**src/rtl/ama_riscv_mem_arbiter_pkg.sv**
```systemverilog
//==============================================================================
// Module   : ama_riscv_mem_arbiter_pkg
// Brief    : Shared types and widths for the IF/LS memory arbiter
// Revision : 1.0 - initial release
//==============================================================================
`default_nettype none

package ama_riscv_mem_arbiter_pkg;

  localparam int unsigned CORE_ADDR_BUS_W = 14;
  localparam int unsigned CORE_DATA_BUS   = 32;

  // Tag stored per outstanding read; tells the response demux who asked
  typedef enum logic {
    REQ_IF = 1'b0,
    REQ_LS = 1'b1
  } req_src_e;

  // Backend request fields at the core's native widths
  typedef struct packed {
    logic                         we;
    logic [CORE_ADDR_BUS_W-1:0]   addr;
    logic [CORE_DATA_BUS-1:0]     wdata;
    logic [CORE_DATA_BUS/8-1:0]   wstrb;
  } mem_req_t;

endpackage

`default_nettype wire

```
**src/rtl/ama_riscv_tag_fifo.sv**
```systemverilog
//==============================================================================
// Module   : ama_riscv_tag_fifo
// Brief    : Small in-order FIFO of 1-bit requester tags. A pop in the same
//            cycle frees a slot, so push+pop while full is accepted.
// Revision : 1.0 - initial release
//==============================================================================
`default_nettype none

module ama_riscv_tag_fifo #(
  parameter int unsigned DEPTH = 2
) (
  input  logic clk,
  input  logic rst_n,
  input  logic push,
  input  logic push_data,
  input  logic pop,
  output logic pop_data,
  output logic full,
  output logic empty
);

  localparam int unsigned PW = (DEPTH > 1) ? $clog2(DEPTH) : 1;
  localparam int unsigned CW = $clog2(DEPTH + 1);

  logic [DEPTH-1:0] mem_q;
  logic [PW-1:0]    wr_ptr;
  logic [PW-1:0]    rd_ptr;
  logic [CW-1:0]    count;
  logic             do_pop;
  logic             do_push;

  assign full     = (count == CW'(DEPTH));
  assign empty    = (count == '0);
  assign do_pop   = pop && !empty;
  assign do_push  = push && (!full || do_pop);
  assign pop_data = mem_q[rd_ptr];

  // Pointer advance with wrap at DEPTH (depth need not be a power of two)
  function automatic logic [PW-1:0] ptr_next(input logic [PW-1:0] p);
    return (p == PW'(DEPTH - 1)) ? '0 : p + 1'b1;
  endfunction

  // Storage, pointers and occupancy
  always_ff @(posedge clk or negedge rst_n) begin
    if (!rst_n) begin
      mem_q  <= '0;
      wr_ptr <= '0;
      rd_ptr <= '0;
      count  <= '0;
    end else begin
      if (do_push) begin
        mem_q[wr_ptr] <= push_data;
        wr_ptr        <= ptr_next(wr_ptr);
      end
      if (do_pop) begin
        rd_ptr <= ptr_next(rd_ptr);
      end
      case ({do_push, do_pop})
        2'b10:   count <= count + 1'b1;
        2'b01:   count <= count - 1'b1;
        default: count <= count;
      endcase
    end
  end

endmodule

`default_nettype wire

```
**src/rtl/ama_riscv_mem_arbiter.sv**
```systemverilog
//==============================================================================
// Module   : ama_riscv_mem_arbiter
// Brief    : Round-robin arbiter sharing one memory backend between
//            instruction fetch and load/store; routes in-order read
//            responses back to their requester with zero added latency.
// Revision : 1.0 - initial release
//==============================================================================
`default_nettype none

module ama_riscv_mem_arbiter
  import ama_riscv_mem_arbiter_pkg::*;
#(
  parameter int unsigned AW      = CORE_ADDR_BUS_W,
  parameter int unsigned DW      = CORE_DATA_BUS,
  parameter int unsigned MAX_OUT = 2
) (
  input  logic            clk,
  input  logic            rst_n,
  // instruction fetch
  input  logic            if_req_valid,
  output logic            if_req_ready,
  input  logic [AW-1:0]   if_req_addr,
  output logic            if_rsp_valid,
  output logic [DW-1:0]   if_rsp_data,
  // load/store
  input  logic            ls_req_valid,
  output logic            ls_req_ready,
  input  logic            ls_req_we,
  input  logic [AW-1:0]   ls_req_addr,
  input  logic [DW-1:0]   ls_req_wdata,
  input  logic [DW/8-1:0] ls_req_wstrb,
  output logic            ls_rsp_valid,
  output logic [DW-1:0]   ls_rsp_data,
  // memory backend
  output logic            mem_req_valid,
  input  logic            mem_req_ready,
  output logic            mem_req_we,
  output logic [AW-1:0]   mem_req_addr,
  output logic [DW-1:0]   mem_req_wdata,
  output logic [DW/8-1:0] mem_req_wstrb,
  input  logic            mem_rsp_valid,
  input  logic [DW-1:0]   mem_rsp_data,
  // status
  output logic            err_unexp_rsp
);

  typedef struct packed {
    logic            we;
    logic [AW-1:0]   addr;
    logic [DW-1:0]   wdata;
    logic [DW/8-1:0] wstrb;
  } req_t;

  req_src_e rr_last;
  req_src_e head_src;
  req_t     req_mux;
  logic     fifo_full;
  logic     fifo_empty;
  logic     fifo_head;
  logic     rsp_pop;
  logic     fifo_full_eff;
  logic     if_elig;
  logic     ls_elig;
  logic     grant_ls;
  logic     accept;
  logic     tag_push;

  // A response arriving this cycle frees its slot before any new push
  assign rsp_pop       = mem_rsp_valid && !fifo_empty;
  assign fifo_full_eff = fifo_full && !rsp_pop;

  // Writes never occupy a tag slot, so LS writes bypass the full check
  assign if_elig = if_req_valid && !fifo_full_eff;
  assign ls_elig = ls_req_valid && (ls_req_we || !fifo_full_eff);

  // Lone eligible source wins; on a tie the one not served last wins
  always_comb begin
    grant_ls = ls_elig;
    if (ls_elig && if_elig) begin
      grant_ls = (rr_last == REQ_IF);
    end
  end

  // Request field mux; IF is read-only so its write fields are zero
  always_comb begin
    req_mux      = '0;
    req_mux.addr = if_req_addr;
    if (grant_ls) begin
      req_mux.we    = ls_req_we;
      req_mux.addr  = ls_req_addr;
      req_mux.wdata = ls_req_wdata;
      req_mux.wstrb = ls_req_wstrb;
    end
  end

  assign mem_req_valid = if_elig || ls_elig;
  assign mem_req_we    = req_mux.we;
  assign mem_req_addr  = req_mux.addr;
  assign mem_req_wdata = req_mux.wdata;
  assign mem_req_wstrb = req_mux.wstrb;

  assign if_req_ready  = if_elig && !grant_ls && mem_req_ready;
  assign ls_req_ready  = grant_ls && mem_req_ready;

  assign accept        = mem_req_valid && mem_req_ready;
  assign tag_push      = accept && !req_mux.we;

  // Record who got the last accepted beat for round-robin fairness
  always_ff @(posedge clk or negedge rst_n) begin
    if (!rst_n) begin
      rr_last <= REQ_IF;
    end else if (accept) begin
      rr_last <= grant_ls ? REQ_LS : REQ_IF;
    end
  end

  ama_riscv_tag_fifo #(
    .DEPTH (MAX_OUT)
  ) u_tag_fifo (
    .clk       (clk),
    .rst_n     (rst_n),
    .push      (tag_push),
    .push_data (grant_ls),
    .pop       (rsp_pop),
    .pop_data  (fifo_head),
    .full      (fifo_full),
    .empty     (fifo_empty)
  );

  // Response demux: the oldest outstanding tag owns this response
  assign head_src     = req_src_e'(fifo_head);
  assign if_rsp_valid = rsp_pop && (head_src == REQ_IF);
  assign ls_rsp_valid = rsp_pop && (head_src == REQ_LS);
  assign if_rsp_data  = mem_rsp_data;
  assign ls_rsp_data  = mem_rsp_data;

  // Sticky flag for a backend response nobody asked for
  always_ff @(posedge clk or negedge rst_n) begin
    if (!rst_n) begin
      err_unexp_rsp <= 1'b0;
    end else if (mem_rsp_valid && fifo_empty) begin
      err_unexp_rsp <= 1'b1;
    end
  end

endmodule

`default_nettype wire

```
**config.mk**
```make
export PLATFORM = sky130hd
export DESIGN_NAME = ama_riscv_mem_arbiter
export DESIGN_NICKNAME = d
export VERILOG_FILES = /design/src/rtl/ama_riscv_mem_arbiter_pkg.sv /design/src/rtl/ama_riscv_tag_fifo.sv /design/src/rtl/ama_riscv_mem_arbiter.sv
export SDC_FILE = /design/constraint.sdc
export NUM_CORES = 1
export LEC_CHECK = 0
export CAP_MARGIN = 20
export CORE_MARGIN = 4
export CORE_UTILIZATION = 23
export CTS_CLUSTER_DIAMETER = 80
export DETAILED_ROUTE_END_ITERATION = 10
export PLACE_DENSITY_LB_ADDON = 0.25
export SETUP_SLACK_MARGIN = 0.1
export SYNTH_ARGS = -nofsm -noshare
export SYNTH_HDL_FRONTEND = slang
export SYNTH_SLANG_ARGS = --single-unit
export TNS_END_PERCENT = 100
```
**constraint.sdc**
```tcl
create_clock -name clk -period 2.6 [get_ports clk]
set_input_delay 0.26 -clock clk [delete_from_list [all_inputs] [get_ports clk]]
set_output_delay 0.26 -clock clk [all_outputs]
set_load 0.02 [all_outputs]
```
# Word-level counts from Yosys, hierarchy flattened
# Index checks and enable logic that the tools add are counted.
# Widths: inputs -> output; s select.
[word_totals]
latchBits = 0
in_bits = 103
reg_bits = 8
output_inout_bits = 121
romBits = 0
ram_bits = 0
mem_count = 0
elab_cells = 56
[op_classes]
n_mux = 11
shifts = 0
div_mod_pow = 0
reduce_logical = 27
bitwise = 2
n_eq_ne = 3
multipliers = 0
add_sub_neg = 4
order_cmp = 3
[ops]
columns = ["op", "n"]
rows = [
  ["$mux 51", 1],
  ["$logic_and 1x1->1", 16],
  ["$mux 1", 7],
  ["$logic_not 1->1", 6],
  ["$eq 2x2->1 const B", 2],
  ["$lt 1x2->1 const B", 2],
  ["$pmux 2 s2", 1],
  ["$logic_or 1x1->1", 3],
  ["$add 1x1->1 const B", 2],
  ["$add 2x1->2 const B", 1],
  ["$bwmux 2", 1],
  ["$eq 2x1->1 const B", 1],
  ["$logic_not 2->1", 1],
  ["$not 1->1", 2],
  ["$reduce_bool 2->1", 1],
  ["$sub 2x1->2 const B", 1],
  ["$demux 1 s1", 1],
  ["$ge 1x1->1 const B", 1],
]

# Depth between registers and ports, before layout
# Gate-level depths: netlist of the first run.
[depth]
depth_word = 16
depth_mapped = 8
mapped_depth_nobuf = 7

# Hierarchy
# Synthesis of the first run repeated with hierarchy kept, for this count alone.
[hier_totals]
hier_cells = 169
area_unflattened_um2 = 1458.9
[modules_own_cells]
columns = ["mod", "seq_area_each_um2", "n_inst", "cells_each", "area_per_inst_um2"]
rows = [
  ["ama_riscv_mem_arbiter", 50.0, 1, 144, 1164.9],
  ["ama_riscv_tag_fifo", 150.1, 1, 25, 294.0],
]

# Worst setup path before layout of the first run
# No wires, ideal clock.
[synth_timing]
path_kind = "reg2out"
from = "register u_tag_fifo.count[0]"
to = "output port mem_req_addr[0]"
arrival_ns = 1.744
t_required_ns = 2.340
path_slack_ns = 0.596
stages_incl_launch_ff = 6
n_path_buf = 2
cell_sequence = "dfrtp_1 > or3b_1 > buf_6 > a31oi_4 > buf_12 > mux2_4"
[synth_between]
elab_chain_cells = 11
elab_cells_between_ends = 13
cone_classes = "eq/ne: 1; mux: 2; reduce/logical: 10"
[synth_lines]
columns = ["element", "line", "text"]
rows = [
  ["from (decl)", "ama_riscv_tag_fifo.sv:28", "logic [CW-1:0] count;"],
  ["from (signal assigned)", "ama_riscv_tag_fifo.sv:59", "2'b10: count <= count + 1'b1;"],
  ["from (signal assigned)", "ama_riscv_tag_fifo.sv:60", "2'b01: count <= count - 1'b1;"],
  ["from (signal assigned)", "ama_riscv_tag_fifo.sv:61", "default: count <= count;"],
  ["$logic_not 2->1", "ama_riscv_tag_fifo.sv:33", "assign empty = (count == '0);"],
  ["$logic_not 1->1", "ama_riscv_mem_arbiter.sv:69", "assign rsp_pop = mem_rsp_valid && !fifo_empty;"],
  ["$logic_and 1x1->1", "ama_riscv_mem_arbiter.sv:69", ""],
  ["$logic_not 1->1", "ama_riscv_mem_arbiter.sv:70", "assign fifo_full_eff = fifo_full && !rsp_pop;"],
  ["$logic_and 1x1->1 (*)", "ama_riscv_mem_arbiter.sv:70", ""],
  ["$logic_not 1->1 (*)", "ama_riscv_mem_arbiter.sv:73, ama_riscv_mem_arbiter.sv:74", ""],
  ["$logic_or 1x1->1", "ama_riscv_mem_arbiter.sv:74", "assign ls_elig = ls_req_valid && (ls_req_we || !fifo_full_eff);"],
  ["$logic_and 1x1->1", "ama_riscv_mem_arbiter.sv:74", ""],
  ["$logic_and 1x1->1", "ama_riscv_mem_arbiter.sv:79", "if (ls_elig && if_elig) begin"],
  ["$mux 1 (*)", "ama_riscv_mem_arbiter.sv:79", ""],
  ["$mux 51 (*)", "ama_riscv_mem_arbiter.sv:88", "if (grant_ls) begin"],
  ["to (decl)", "ama_riscv_mem_arbiter.sv:38", "output logic [AW-1:0] mem_req_addr,"],
]
# Mark *: on every way between the ends. The rest lies on a longest branch, timed or not.

# Final worst setup path of the first run
[layout_timing]
from = "input port mem_rsp_valid"
to = "output port mem_req_wdata[15]"
[layout_between]
elab_chain_cells = 9
elab_cells_between_ends = 10
cone_classes = "mux: 2; reduce/logical: 8"
[layout_lines]
columns = ["element", "line", "text"]
rows = [
  ["from (decl)", "ama_riscv_mem_arbiter.sv:41", "input logic mem_rsp_valid,"],
  ["$logic_and 1x1->1 (*)", "ama_riscv_mem_arbiter.sv:69", ""],
  ["$logic_not 1->1 (*)", "ama_riscv_mem_arbiter.sv:70", ""],
  ["$logic_and 1x1->1 (*)", "ama_riscv_mem_arbiter.sv:70", ""],
  ["$logic_not 1->1 (*)", "ama_riscv_mem_arbiter.sv:73, ama_riscv_mem_arbiter.sv:74", ""],
  ["$logic_or 1x1->1", "ama_riscv_mem_arbiter.sv:74", ""],
  ["$logic_and 1x1->1", "ama_riscv_mem_arbiter.sv:74", ""],
  ["$logic_and 1x1->1", "ama_riscv_mem_arbiter.sv:79", ""],
  ["$mux 1 (*)", "ama_riscv_mem_arbiter.sv:79", ""],
  ["$mux 51 (*)", "ama_riscv_mem_arbiter.sv:88", ""],
  ["to (decl)", "ama_riscv_mem_arbiter.sv:39", "output logic [DW-1:0] mem_req_wdata,"],
]
# Marked as above.

==> results of run 1 <==
-- final cells by class --
type                            count  share of cell area, %
Multi-Input combinational cell     85                   29.0
Inverter                            2                  0.321
Clock buffer                        3                   1.76
Sequential cell                     8                   8.55
Timing Repair Buffer              140                   56.3
Tap cell                           75                   4.01
-- per-stage QoR --
stage          cells  setup WS, ps  area (um2)
6_report         313          86.9        2340
5_1_grt          313          10.6        2340
4_1_cts          311          20.2        2350
3_5_place_dp     306          -221        2330
3_3_place_gp     306          -193        2330
2_1_floorplan    165           596        1420
-- metal layers --
metal  share of wire, %  wire length [um]  vias up
li1                   -                 -      604
met4                1.0                51        2
met3                 14               661        8
met1                 36              1770      512
met2                 49              2380      118
met5               0.41                20        -
-- path summary, 6_finish.rpt --
path | startpoint | to | slack (ps) | cells after the start
max | mem_rsp_valid | mem_req_wdata[15] | 90 | 9
min | rst_n | u_tag_fifo.count[0] | 320 | 1
max reg2reg | u_tag_fifo.count[1] | u_tag_fifo.count[1] | 680 | 7
min reg2reg | err_unexp_rsp | err_unexp_rsp | 460 | 1
max in group asynchronous | rst_n | u_tag_fifo.wr_ptr | 2020 | 1
min in group clk | err_unexp_rsp | err_unexp_rsp | 460 | 1
-- power groups by stage --
stage / Clock, uW / Combinational, uW / Sequential (uW)
floorplan: 0 / 657 / 223
global placement: 0 / 942 / 224
detailed placement: 0 / 946 / 223
CTS: 152 / 908 / 222
global route: 162 / 976 / 232
finish: 146 / 904 / 222
-- worst max-delay path, delay by kind of cell --
| family | cells | cell delay [ps] |
|---|---|---|
| AND/OR/NAND/NOR | 2 | 590 |
| buffers and inverters | 5 | 1180 |
| AO/OA/AOI/OAI | 2 | 230 |
-- repair_timing --
| action | in CTS | in global routing |
|---|---|---|
| gates resized for setup | 54 | 25 |
| setup buffers | 1 | 2 |
| setup endpoints to repair | 51 | 12 |
| pin swaps | 1 | 2 |
| gates cloned | 1 | 0 |
| hold buffers | 0 | 0 |
-- state kept, by name, summed over array words and instances (netlist names) --
| signal | flops |
|---|---|
| u_tag_fifo.wr_ptr | 1 |
| u_tag_fifo.mem_q | 2 |
| u_tag_fifo.count | 2 |
| u_tag_fifo.rd_ptr | 1 |
| rr_last | 1 |
| err_unexp_rsp | 1 |
-- cell families (layout without fill, tap and decap cells) --
| family | after synthesis | after routing |
|---|---|---|
| mux | 17 | 17 |
| simple gates | 55 | 55 |
| fa+ha+maj | 1 | 1 |
| buf+inv | 72 | 145 |
| xor+xnor | 5 | 5 |
| flops | 8 | 8 |
| compound gates | 7 | 7 |
-- Yosys cell counts (2+ instances only) --
master | n | share of area [%]
mux2_4 | 11 | 12
and2_1 | 37 | 16
clkbuf_2 | 3 | 1.1
nor2_1 | 5 | 1.3
nand2_1 | 6 | 1.6
inv_1 | 2 | 0.53
buf_4 | 64 | 34
buf_6 | 2 | 1.6
mux2_2 | 5 | 4.0
nor2b_1 | 2 | 0.88
dfrtp_1 | 8 | 14
xnor2_1 | 4 | 2.5
==> metrics.yaml, run 1 <==
leakage_uw: 0.00111
grt_max_degree: 17
root_buffer: "clkbuf_8"
routedWlPerCell_um: 15.6
gp_congestion: 0.735
fin_crit_ps: 2510
start_util_pct: 23.9
area_delta_synth_final_pct: 64.6
outcome: "complete, no violations"
postRouteAntennaNets: 0
yosys.area_share.simple_pct: 22.4
multi_input_area_um2: 679
synth_top_family_by_area: "buffers and inverters"
postSynth.asyncResetShare_pct: 100
use_met3_pct: 5.70
syn_area_um2: 1420
die_h_um: 86.6
routed_via_density: 3.97
routed_wl_um: 4880
ios: 224
drtPass1Iterations: 4
syn_inst: 165
crit_top_cell: "buf_4"
ys_seq_area_share_pct: 14.1
synth.avg_cell_area_um2: 8.62
path_cells: "clkdlybuf4s50_1, or3b_4, o21ai_4, a31oi_4, buf_4, buf_12, buf_4, and2_1, dlygate4sd2_1"
drc_errors: 0
crit_type: "primary input to primary output"
power_density_nw_per_um2: 544
timing.final.crit_share_pct: 96.7
io_buffers: 127
fillers: 608
dp_hpwl_um: 4140
swShare_pct: 39.3
ys_seq_elements: 8
crit_slowest_cell: "or3b_4"
clock_skew_ps: 1.01
internal_power_uw: 772
grt_busiest_layer: "met2"
grt_overflow_total: 0
grt_pass1_vias: 1266
cts_buffers: 3
ir_worst_vdd_mv: 0.448
pwr-share-seq_pct: 17.5
cp-start-kind: "primary input"
synth_edf_count: 0
p_switching_uw: 501
whs_ps: 316
drt_iter0_drc: 11
clk_pin_slew_worst_paths_ps: 40
grt_pass1_wl_um: 7000
regArea_um2: 200
final_common_cell: "clkdlybuf4s50_1"
cts_tree: "done"
dieArea_um2: 7510
worstPathArrival_ps: 2250
synthAdderAreaFrac_pct: 0.880
fp.coreArea_um2: 5960
num_rows: 28
total_power_uw: 1270
clock_power_share_pct: 11.5
hold_path_class: "primary input to asynchronous set/reset pin"
cpPeakStageDelay_ps: 450
use_met2_pct: 20.1
slew_headroom_pct: 65.9
power_frac_comb_pct: 71.1
yosysWarnings: 0
nNetsFinal: 344
worst_pin_slew_ps: 506
layout-drive-gt1-share_pct: 18.9
synth_xor_area_share_pct: 3.08
layout_common_cells: "76 x clkdlybuf4s50_1, 37 x and2_1, 36 x dlygate4sd2_1"
cts.htree.levels: 1
final_core_util_pct: 39.3
clkLatencyLatePin_ps: 220
max-clock-path-buffers: 2
cp_max_fo: 16
setup_viol: 0
cp-end-kind: "primary output"
hold_viol: 0
vias: 1244
n_antenna_cell: 0
fmax_mhz: 398
die_w_um: 86.6
synth_flop_cell: "dfrtp_1"
antenna_found_initial: 1
report.final.slew_viol_count: 0
grt_setup_unrepaired: "true"
track_usage_pct: 11.8
met1_usage_pct: 13.0
worstPathRequired_ps: 2340
synthMuxAreaShare_pct: 16.3
synth_cell_types: 28
cap_violations: 0
cts_sinks: 8
tns_ps: 0
syn_nets: 269
synth_compound_area_share_pct: 4.93
(Power assumes the default switching activity.)
==> inputs of run 2 (changes only) <==
--- a/config.mk
+++ b/config.mk
@@ -8,7 +8,7 @@
 export CAP_MARGIN = 20
 export CORE_MARGIN = 4
 export CORE_UTILIZATION = 23
-export CTS_CLUSTER_DIAMETER = 80
+export CTS_CLUSTER_DIAMETER = 100
 export DETAILED_ROUTE_END_ITERATION = 10
 export PLACE_DENSITY_LB_ADDON = 0.25
 export SETUP_SLACK_MARGIN = 0.1
==> results of run 2 <==
Final layout, timing and power as in run 1 (identical DEF).
==> variant: new RTL, config.mk and constraints of run 1 <==
Change the parameter `MAX_OUT` from 2 to 8.
--- a/src/rtl/ama_riscv_mem_arbiter.sv
+++ b/src/rtl/ama_riscv_mem_arbiter.sv
@@ -13,5 +13,5 @@
   parameter int unsigned AW      = CORE_ADDR_BUS_W,
   parameter int unsigned DW      = CORE_DATA_BUS,
-  parameter int unsigned MAX_OUT = 2
+  parameter int unsigned MAX_OUT = 8
 ) (
   input  logic            clk,
Behaviour: not the same (a bounded check fails within 4 cycles, from zero or initial values and one cycle with rst_n low).
==> variant against run 1 <==
Synthesized area is 51% higher. Power grew 84%. Design area rose by 46%. Register-to-register slack got worse by 530 ps. Fmax down 1.3%. Routed wire length is 54% higher. Worst setup slack worse by 33 ps. Sequential cell count rose by 12. Critical path type is now flop to primary output.
==> variant: results (changes against run 1) <==
- The buffer type at the clock tree root is clkbuf_8 (unchanged).
- The worst max-slew margin expressed relative to the limit was 48.5% (was 65.9%).
- The number of cells after detailed placement is 406 (was 306).
- The switching power of the nets is 0.000846 W (was 0.000501 W).
- The cell with the largest stage delay on the worst path is or3_4 (was or3b_4).
- The detailed-route via count is 1794 (was 1244).
- Commonest cells in the synthesized netlist: buf_4 (64), and2_1 (38), dfrtp_1 (20) (was buf_4 (64), and2_1 (37), mux2_4 (11)).
- The buffer depth of the longest clock path is 2 (unchanged).
- The count of port buffers added during placement was 127 (unchanged).
- The prevailing post-synth register cell is dfrtp_1 (unchanged).
- The pin count of the biggest net entering global routing is 21 (was 17).
- The number of search-and-repair iterations in the first detailed-routing pass is 4 (unchanged).
- The largest incremental delay on the critical path is 390 ps (was 450 ps).
- The mean routed wirelength per cell was 17.9 um (was 15.6 um).
- The detailed-route vias per instance is 4.26 (was 3.97).
- The async set or reset register ratio after synthesis came to 100% (unchanged).
- The path class of the lowest-slack min-delay path is input pin to async pin (unchanged).
- The source-to-sink clock delay at the later pin of the worst-skew pair is 260 ps (was 220 ps).
- Area contributors post-synth: dfrtp_1 (23%), buf_4 (22%), and2_1 (11%), mux2_4 (9.1%), mux2_2 (7.4%) (was buf_4 (34%), and2_1 (16%), dfrtp_1 (14%), mux2_4 (12%), mux2_2 (4.0%)).
- The antenna diode count was 0 (unchanged).
- The number of distinct library cells after synthesis is 38 (was 28).
- The final setup skew is 1.99 ps (was 1.01 ps).
- The half-perimeter wire length after placement is 5.95 mm (was 4.14 mm).
- The net count after synthesis is 334 (was 269).
- The number of buffers created by CTS was 3 (unchanged).
- The total track usage was 13.1% (was 11.8%).
- The highest ir drop seen on vdd came to 0.415 mV (was 0.448 mV).
- The count of mapped cells out of synthesis is 224 (was 165).
- The number of DRC violations after detailed-routing iteration 0 came to 53 (was 11).
- The share of cells above drive strength 1 came to 44.7% (was 18.9%).
- The clock-pin slew on the worst setup and hold paths was 80 ps (was 40 ps).
- The net count reported at finish is 424 (was 344).
- The final count of pins violating max slew is 0 (unchanged).
- The mux cell area share after synthesis is 19.0% (was 16.3%).
- The wire length of the first global-routing pass came to 11.4 mm (was 7.00 mm).
- The number of global-route vias before repair came to 1907 (was 1266).
- The number of filler cells placed in the layout is 914 (was 608).
- The maximum fanout encountered on the critical timing path came to 9 (was 16).
- The area share of xor/xnor cells in the synthesized design was 2.04% (was 3.08%).
- The routability-driven placement congestion ratio is 0.727 (was 0.735).
- Largest registers: u_tag_fifo.mem_q (8), u_tag_fifo.count (4) (was u_tag_fifo.count (2), u_tag_fifo.mem_q (2)).
- The total leakage power is 1.56 nW (was 1.11 nW).
- The count of yosys warnings during synthesis is 0 (unchanged).
- The post-synthesis compound-gate area fraction is 5.14% (was 4.93%).
- The area after detailed placement is 3190 sq um (was 2330 sq um).
- The number of antenna violations at the first check in global routing is 0 (was 1).
- The sequential cell area fraction in the yosys report came to 23.4% (was 14.1%).
- The number of H-tree levels was 1 (unchanged).
- The synthesized-area fraction occupied by adder cells is 4.09% (was 0.880%).
- Outcome: complete, no violations (unchanged).
-- variant: area by class of cell --
cell class,instances,area [sq um],area share (%)
Timing Repair Buffer,157,1530,44.7
Inverter,2,7.51,0.220
Clock inverter,1,30.0,0.880
Multi-Input combinational cell,130,1170,34.4
Clock buffer,3,41.3,1.21
Sequential cell,20,500,14.7
Tap cell,108,135,3.96
-- variant: per-layer routing --
layer  up-vias  GRT usage, %  wire, um
met2       111          22.7      3780
met4         0          3.32        74
met5         -             0         0
met3         7          3.64       588
li1        861             -         -
met1       815          16.1      3090
-- variant: what timing repair did --
action | in CTS | in global routing
setup buffers | 11 | 2
gates cloned | 2 | 0
gates resized for setup | 251 | 55
setup endpoints to repair | 51 | 55
pin swaps | 1 | 13
-- variant: power groups by stage --
stage	logic [W]	clock network [W]	registers, W
final	0.00143	0.000312	0.000602
after floorplan	0.000931	0	0.000588
after detailed placement	0.00134	0	0.000610
after global routing	0.00156	0.000340	0.000624
after CTS	0.00141	0.000323	0.000603
after global placement	0.00133	0	0.000603
-- variant: worst max-delay path: cells and delay by family, from the launching register on --
family | cells | cell delay (ps)
AND/OR/NAND/NOR | 2 | 740
flip-flops | 1 | 380
buffers and inverters | 2 | 330
multiplexers | 1 | 310
AO/OA/AOI/OAI | 1 | 240
-- variant: kinds of logic (layout without fill, tap and decap cells) --
family / after synthesis / in the layout
xor+xnor: 5 / 5
compound gates: 13 / 13
flops: 20 / 20
mux: 30 / 30
buf+inv: 74 / 163
simple gates: 75 / 75
fa+ha+maj: 7 / 7
-- variant: worst paths after layout --
| kind | depth (start not counted) | to | slack, ps | from |
|---|---|---|---|---|
| worst max-delay path | 6 | mem_req_addr[1] | 50 | u_tag_fifo.count[2] |
| worst min-delay path | 2 | u_tag_fifo.rd_ptr[1] | 340 | rst_n |
| worst max register to register | 11 | u_tag_fifo.count[2] | 150 | u_tag_fifo.count[2] |
| worst min register to register | 1 | err_unexp_rsp | 460 | err_unexp_rsp |
| max in group asynchronous | 2 | err_unexp_rsp | 2050 | rst_n |
| min in group clk | 1 | err_unexp_rsp | 460 | err_unexp_rsp |
-- variant: stage by stage --
step | hold slack, ps | setup WS [ps] | TNS, ps | util, %
2_1_floorplan | -35.6 | 125 | 0 | -
3_3_place_gp | 445 | -89.3 | -2070 | 35.9
3_5_place_dp | 447 | -127 | -2710 | 35.9
4_1_cts | 341 | -95.5 | -442 | 37.8
5_1_grt | 350 | -30.2 | -314 | 38.4
6_report | 336 | 54.2 | 0 | 38.4
